--- src/rtl/raw_readout.sv ---
// Reader for the 192-bit raw hit delay buffer: fetches a window of bins on request
// and streams each bin as twelve 16-bit words behind a header word.
//
// state | meaning
// IDLE  | waiting for start; busy low
// HDR   | header word presented, waiting for acceptance
// FETCH | rd_adr driven with the current bin address
// LOAD  | rd_data captured into the shift register
// SEND  | presenting shift register [15:0], one word per acceptance
// DONE  | one-cycle done pulse, then back to IDLE

module raw_readout (
   input  logic         clk,
   input  logic         rst_n,
   input  logic         start,
   input  logic [7:0]   start_adr,
   input  logic [4:0]   nbins,
   output logic [7:0]   rd_adr,
   input  logic [191:0] rd_data,
   output logic [15:0]  dout,
   output logic         dout_valid,
   input  logic         dout_ready,
   output logic         dout_last,
   output logic         busy,
   output logic         done
);

   localparam int         NWORDS    = 12;
   localparam logic [3:0] HDR_TAG   = 4'hD;
   localparam logic [3:0] LAST_WORD = 4'(NWORDS - 1);
   localparam logic [3:0] PREV_WORD = 4'(NWORDS - 2);

   typedef enum logic [2:0] {
      S_IDLE,
      S_HDR,
      S_FETCH,
      S_LOAD,
      S_SEND,
      S_DONE
   } state_t;

   state_t         state_q, state_d;
   logic [7:0]     addr_q, addr_d;
   logic [5:0]     bins_q, bins_d;
   logic [3:0]     word_cnt_q, word_cnt_d;
   logic [191:0]   shreg_q, shreg_d;
   logic [7:0]     rd_adr_q, rd_adr_d;
   logic           dout_valid_q, dout_valid_d;
   logic           dout_last_q, dout_last_d;
   logic           busy_q, busy_d;
   logic           done_q, done_d;
   logic           accept;

   // The header word also travels through the shift register so dout is a single flop source.
   assign dout       = shreg_q[15:0];
   assign rd_adr     = rd_adr_q;
   assign dout_valid = dout_valid_q;
   assign dout_last  = dout_last_q;
   assign busy       = busy_q;
   assign done       = done_q;
   assign accept     = dout_valid_q & dout_ready;

   always_comb begin
      state_d      = state_q;
      addr_d       = addr_q;
      bins_d       = bins_q;
      word_cnt_d   = word_cnt_q;
      shreg_d      = shreg_q;
      rd_adr_d     = rd_adr_q;
      dout_valid_d = dout_valid_q;
      dout_last_d  = dout_last_q;
      busy_d       = busy_q;
      done_d       = 1'b0;
      case (state_q)
         S_IDLE: begin
            busy_d = 1'b0;
            if (start) begin
               addr_d       = start_adr;
               bins_d       = (nbins == 5'd0) ? 6'd32 : {1'b0, nbins};
               shreg_d      = {176'd0, HDR_TAG, 6'd0, bins_d};
               dout_valid_d = 1'b1;
               dout_last_d  = 1'b0;
               busy_d       = 1'b1;
               state_d      = S_HDR;
            end
         end
         S_HDR: begin
            if (accept) begin
               rd_adr_d     = addr_q;
               dout_valid_d = 1'b0;
               state_d      = S_FETCH;
            end
         end
         S_FETCH: begin
            state_d = S_LOAD;
         end
         S_LOAD: begin
            shreg_d      = rd_data;
            word_cnt_d   = 4'd0;
            addr_d       = addr_q + 8'd1;
            dout_valid_d = 1'b1;
            dout_last_d  = 1'b0;
            state_d      = S_SEND;
         end
         S_SEND: begin
            if (accept) begin
               shreg_d = shreg_q >> 16;
               if (word_cnt_q == LAST_WORD) begin
                  bins_d       = bins_q - 6'd1;
                  dout_valid_d = 1'b0;
                  dout_last_d  = 1'b0;
                  if (bins_q == 6'd1) begin
                     done_d  = 1'b1;
                     state_d = S_DONE;
                  end else begin
                     rd_adr_d = addr_q;
                     state_d  = S_FETCH;
                  end
               end else begin
                  word_cnt_d  = word_cnt_q + 4'd1;
                  dout_last_d = (word_cnt_q == PREV_WORD) && (bins_q == 6'd1);
               end
            end
         end
         S_DONE: begin
            busy_d  = 1'b0;
            state_d = S_IDLE;
         end
         default: begin
            busy_d       = 1'b0;
            dout_valid_d = 1'b0;
            state_d      = S_IDLE;
         end
      endcase
   end

   always_ff @(posedge clk) begin
      if (!rst_n) begin
         state_q      <= S_IDLE;
         addr_q       <= 8'd0;
         bins_q       <= 6'd0;
         word_cnt_q   <= 4'd0;
         shreg_q      <= 192'd0;
         rd_adr_q     <= 8'd0;
         dout_valid_q <= 1'b0;
         dout_last_q  <= 1'b0;
         busy_q       <= 1'b0;
         done_q       <= 1'b0;
      end else begin
         state_q      <= state_d;
         addr_q       <= addr_d;
         bins_q       <= bins_d;
         word_cnt_q   <= word_cnt_d;
         shreg_q      <= shreg_d;
         rd_adr_q     <= rd_adr_d;
         dout_valid_q <= dout_valid_d;
         dout_last_q  <= dout_last_d;
         busy_q       <= busy_d;
         done_q       <= done_d;
      end
   end

endmodule

--- config.mk ---
export PLATFORM = sky130hd
export DESIGN_NAME = raw_readout
export DESIGN_NICKNAME = d
export VERILOG_FILES = /design/src/rtl/raw_readout.sv
export SDC_FILE = /design/constraint.sdc
export NUM_CORES = 1
export LEC_CHECK = 0
export CORE_UTILIZATION = 50
export CTS_BUF_LIST = sky130_fd_sc_hd__clkbuf_2 sky130_fd_sc_hd__clkbuf_4 sky130_fd_sc_hd__clkbuf_8
export CTS_CLUSTER_DIAMETER = 60
export DETAILED_ROUTE_END_ITERATION = 10
export PLACE_DENSITY = 0.79
export SLEW_MARGIN = 10
export SYNTH_ARGS = -nofsm -noshare
export SYNTH_HDL_FRONTEND = slang
export SYNTH_SLANG_ARGS = --single-unit
--- constraint.sdc ---
create_clock -name clk -period 5.5 [get_ports clk]
set_clock_uncertainty 0.15 [all_clocks]
set_input_delay 1.1 -clock clk [delete_from_list [all_inputs] [get_ports clk]]
set_output_delay 1.1 -clock clk [all_outputs]
set_load 0.05 [all_outputs]
==> impl_results.md <==
* Status: complete, no violations
* Post-CTS setup buffer count at 0
* I/O pin cnt at 237
* Via density per instance at roughly 6.1
* Synth top area cells: dfxtp_1 47%, a221oi_1 15%, nor3_1 9.0%, nor2_1 8.0%, clkbuf_1 3.0%
* Vias in the first global route at roughly 8500
* Synth Instances at roughly 1100
* Arr. time, crit path at 1.75 ns
* Max-cap violations at 0
* PortBufs at between 200 and 250
* Core region area at between 15000 and 20000 µm²
* Antenna Cells at 0
* Die W at 140 µm
* Power after layout at 4.46 mW
* First-pass GRT wire length at 43600 µm
* Total Routed Length at 27300 µm
* M1 WL at about 12000 µm
* Worst-Margin Slew at 0.943 ns
* Startpoint type of the worst setup path: flop
* End of the worst register-to-register path: dout_last
* Layout cells sized above 1 at under 10%
* Area growth from synthesis to layout at 31.2%
* Synth Warn # at 0
* Die H at around 140 µm
* DRT antenna net count at 0
* Placed Area at about 12000 µm²
* CTS tree: done
* CTS buffer count at 38
* Worst Path Max Fanout at 5
* Starting Density at 51.0%
* WP buf/inv at 1
* Final hold violations at 0
* Synth Register Bits at 225
* RSZ-0062 raised after global routing: false
* Most frequent cells in the layout: 236 x clkdlybuf4s50_1, 225 x dfxtp_1, 204 x nor2_1, 171 x nor3_1, 168 x a221oi_1
* H-tree depth at 2
* Reg2Reg Setup Slack at 2.53 ns
* Max-slew headroom at between 30% and 40%
* Fmax at ~330 MHz
* Async SR Flop Fraction at 0%
* Drt initial violations at 820
* Later-pin clock latency in the skew report at approximately 0.52 ns
* Initial antenna violation count at 0
* Worst path slowest cell: clkdlybuf4s50_1
* Post-Syn Area per Cell at roughly 8.7 µm²
* Top_reg_cell synth: dfxtp_1
* HP Class: flop to flop
* Post-DP HPWL at 17000 µm
* Worst-path cell chain: clkdlybuf4s50_1
* Crit share post-route at 54.5%
* DRT Pass-1 Iters at 5
* Top Layer Used: met4
* Crit end category: output port
* Setup TNS at 0 ns
* Share of the synthesized area in the top cell type at 47.2%
* R2R depth at 5
* Hold-fix buffers, CTS at 0
* Switching power share of the total at between 20 and 30%
* RD Place Congestion at a little under 0.9
* Commonest non-fill, non-tap cell in the layout: clkdlybuf4s50_1
* WP data required at between 4 and 5 ns
* Max stage delay on crit path at between 0.8 and 0.9 ns
* Hold_sp: dout_last
* Pint at between 3 and 4 mW
* Final Critical Period at 3.00 ns
* CTS sink cnt at approximately 230
* Count of flip-flops with a built-in enable after synthesis at 0
* Hold WS at 0.306 ns
* Register area share after synthesis at 47.2%
* Final setup violation count at 0
* IR drop worst, VDD at roughly 0.25 mV
* Final Max Slew Viols at 0
* DR WL met2 at between 10000 and 15000 µm
* DRC Markers at 0
* Hold Path Cell Cnt at 2
* Avg WL per Cell at 18.1 µm
* Vias at approximately 9000
* Sequential share of power at 44.0%
* Clk slew on worst S/H paths at approximately 0.06 ns
* CP Launch Point: dout_valid
* Comb pwr share at approximately 22%
* Family with the most delay on the worst path: buffers and inverters
* GRT Util Overall at between 20% and 30%
* Largest net degree at the start of global routing at approximately 190
* Hold Path Sink: dout_last
* Design Area, Final at between 10000 and 15000 µm²
* Synth area leader: dfxtp_1
* CTS max path bufs at 3
* GRT overflow at 0
* Switching pwr at 1.31 mW
* Resized Gates After CTS at 0
* Static leakage at around 4.5 nW
* Library cells used by synthesis at 59
* Metal3 WL at 2250 µm
* R2r startpoint: state_q[1]
* Pwr/cell area at approximately 360 nW/µm²
* Critical Setup Path Class: flop to output port
* Netlist Area Pre-Place at approximately 9500 µm²
* CTS Root Cell: clkbuf_8
* Syn nets at approximately 1300
* # rows at 50
* Final nets at approximately 1500
* Clock Power Share at between 30% and 40%
* Die area at between 15000 and 20000 µm²
through the flow:
step	std cells	util [%]	setup WS, ns
2_1_floorplan	1101	-	2.97
3_3_place_gp	1449	62.7	2.08
3_5_place_dp	1449	62.7	2.04
4_1_cts	1513	66.9	2.47
5_1_grt	1513	66.9	2.34
6_report	1513	66.9	2.50
sequential cells by signal, indices dropped and copies added (netlist names):
signal	count
done	1
state_q	3
busy	1
shreg_q	192
word_cnt_q	4
addr_q	8
rd_adr	8
bins_q	6
dout_valid	1
dout_last	1
tightest hold or removal path, stage by stage (launching register included):
cell     delay, ns
dfxtp_1       0.31
nand2_1       0.05
a21oi_1       0.05
layer usage:
layer,vias to the layer above,global-route usage [%]
li1,4428,-
met1,4413,36.3
met2,324,43.5
met3,37,7.04
met4,0,8.79
met5,-,0
worst max path at each step:
stage          slack [ns]           to  cells after the start
2_1_floorplan        2.97    dout_last                      6
3_3_place_gp         2.08  shreg_q[74]                      5
3_5_place_dp         2.04    dout_last                      6
4_1_cts              2.47   dout_valid                      1
5_1_grt              2.34    dout_last                      5
6_report             2.50   dout_valid                      1
cells in the mapped netlist, drive strengths merged, types with 5 or more instances:
cell / instances
ha: 5
a221oi: 168
clkbuf: 77
inv: 5
dfxtp: 225
a21oi: 32
nand3: 5
buf: 54
nand2: 33
o22ai: 5
nor2: 204
nor3: 171
a22oi: 25
o21ai: 20
a211oi: 6
mux2i: 9
and2: 5
layout make-up:
| class | count | area [µm²] |
|---|---|---|
| well taps | 234 | 293 |
| flip-flops and latches | 225 | 4500 |
| fillers | 1534 | 6180 |
| multi-input cells | 740 | 4440 |
| inverters | 5 | 23.8 |
| clock buffers | 64 | 787 |
| repair buffers | 245 | 2480 |
power by group through the flow:
| stage | registers, mW | logic [mW] | clock network [mW] |
|---|---|---|---|
| 2_1_floorplan | 1.95 | 0.679 | 0 |
| 3_3_place_gp | 1.98 | 0.944 | 0 |
| 3_5_place_dp | 1.99 | 0.959 | 0 |
| 4_1_cts | 1.96 | 0.964 | 1.56 |
| 5_1_grt | 1.98 | 1.07 | 1.64 |
| 6_report | 1.96 | 0.961 | 1.54 |
kinds of logic after synthesis:
logic type / Yosys count / share of synthesized area, %
adders and majority gates: 5 / 0.656
muxes: 10 / 1.06
DFF: 225 / 47.2
xor gates and xnor gates: 3 / 0.275
buffers and inverters: 136 / 6.64
and+or+nand+nor: 444 / 21.2
AOI/OAI and AO/OA: 278 / 22.9
Note: power is estimated with default switching activity, not from simulation.
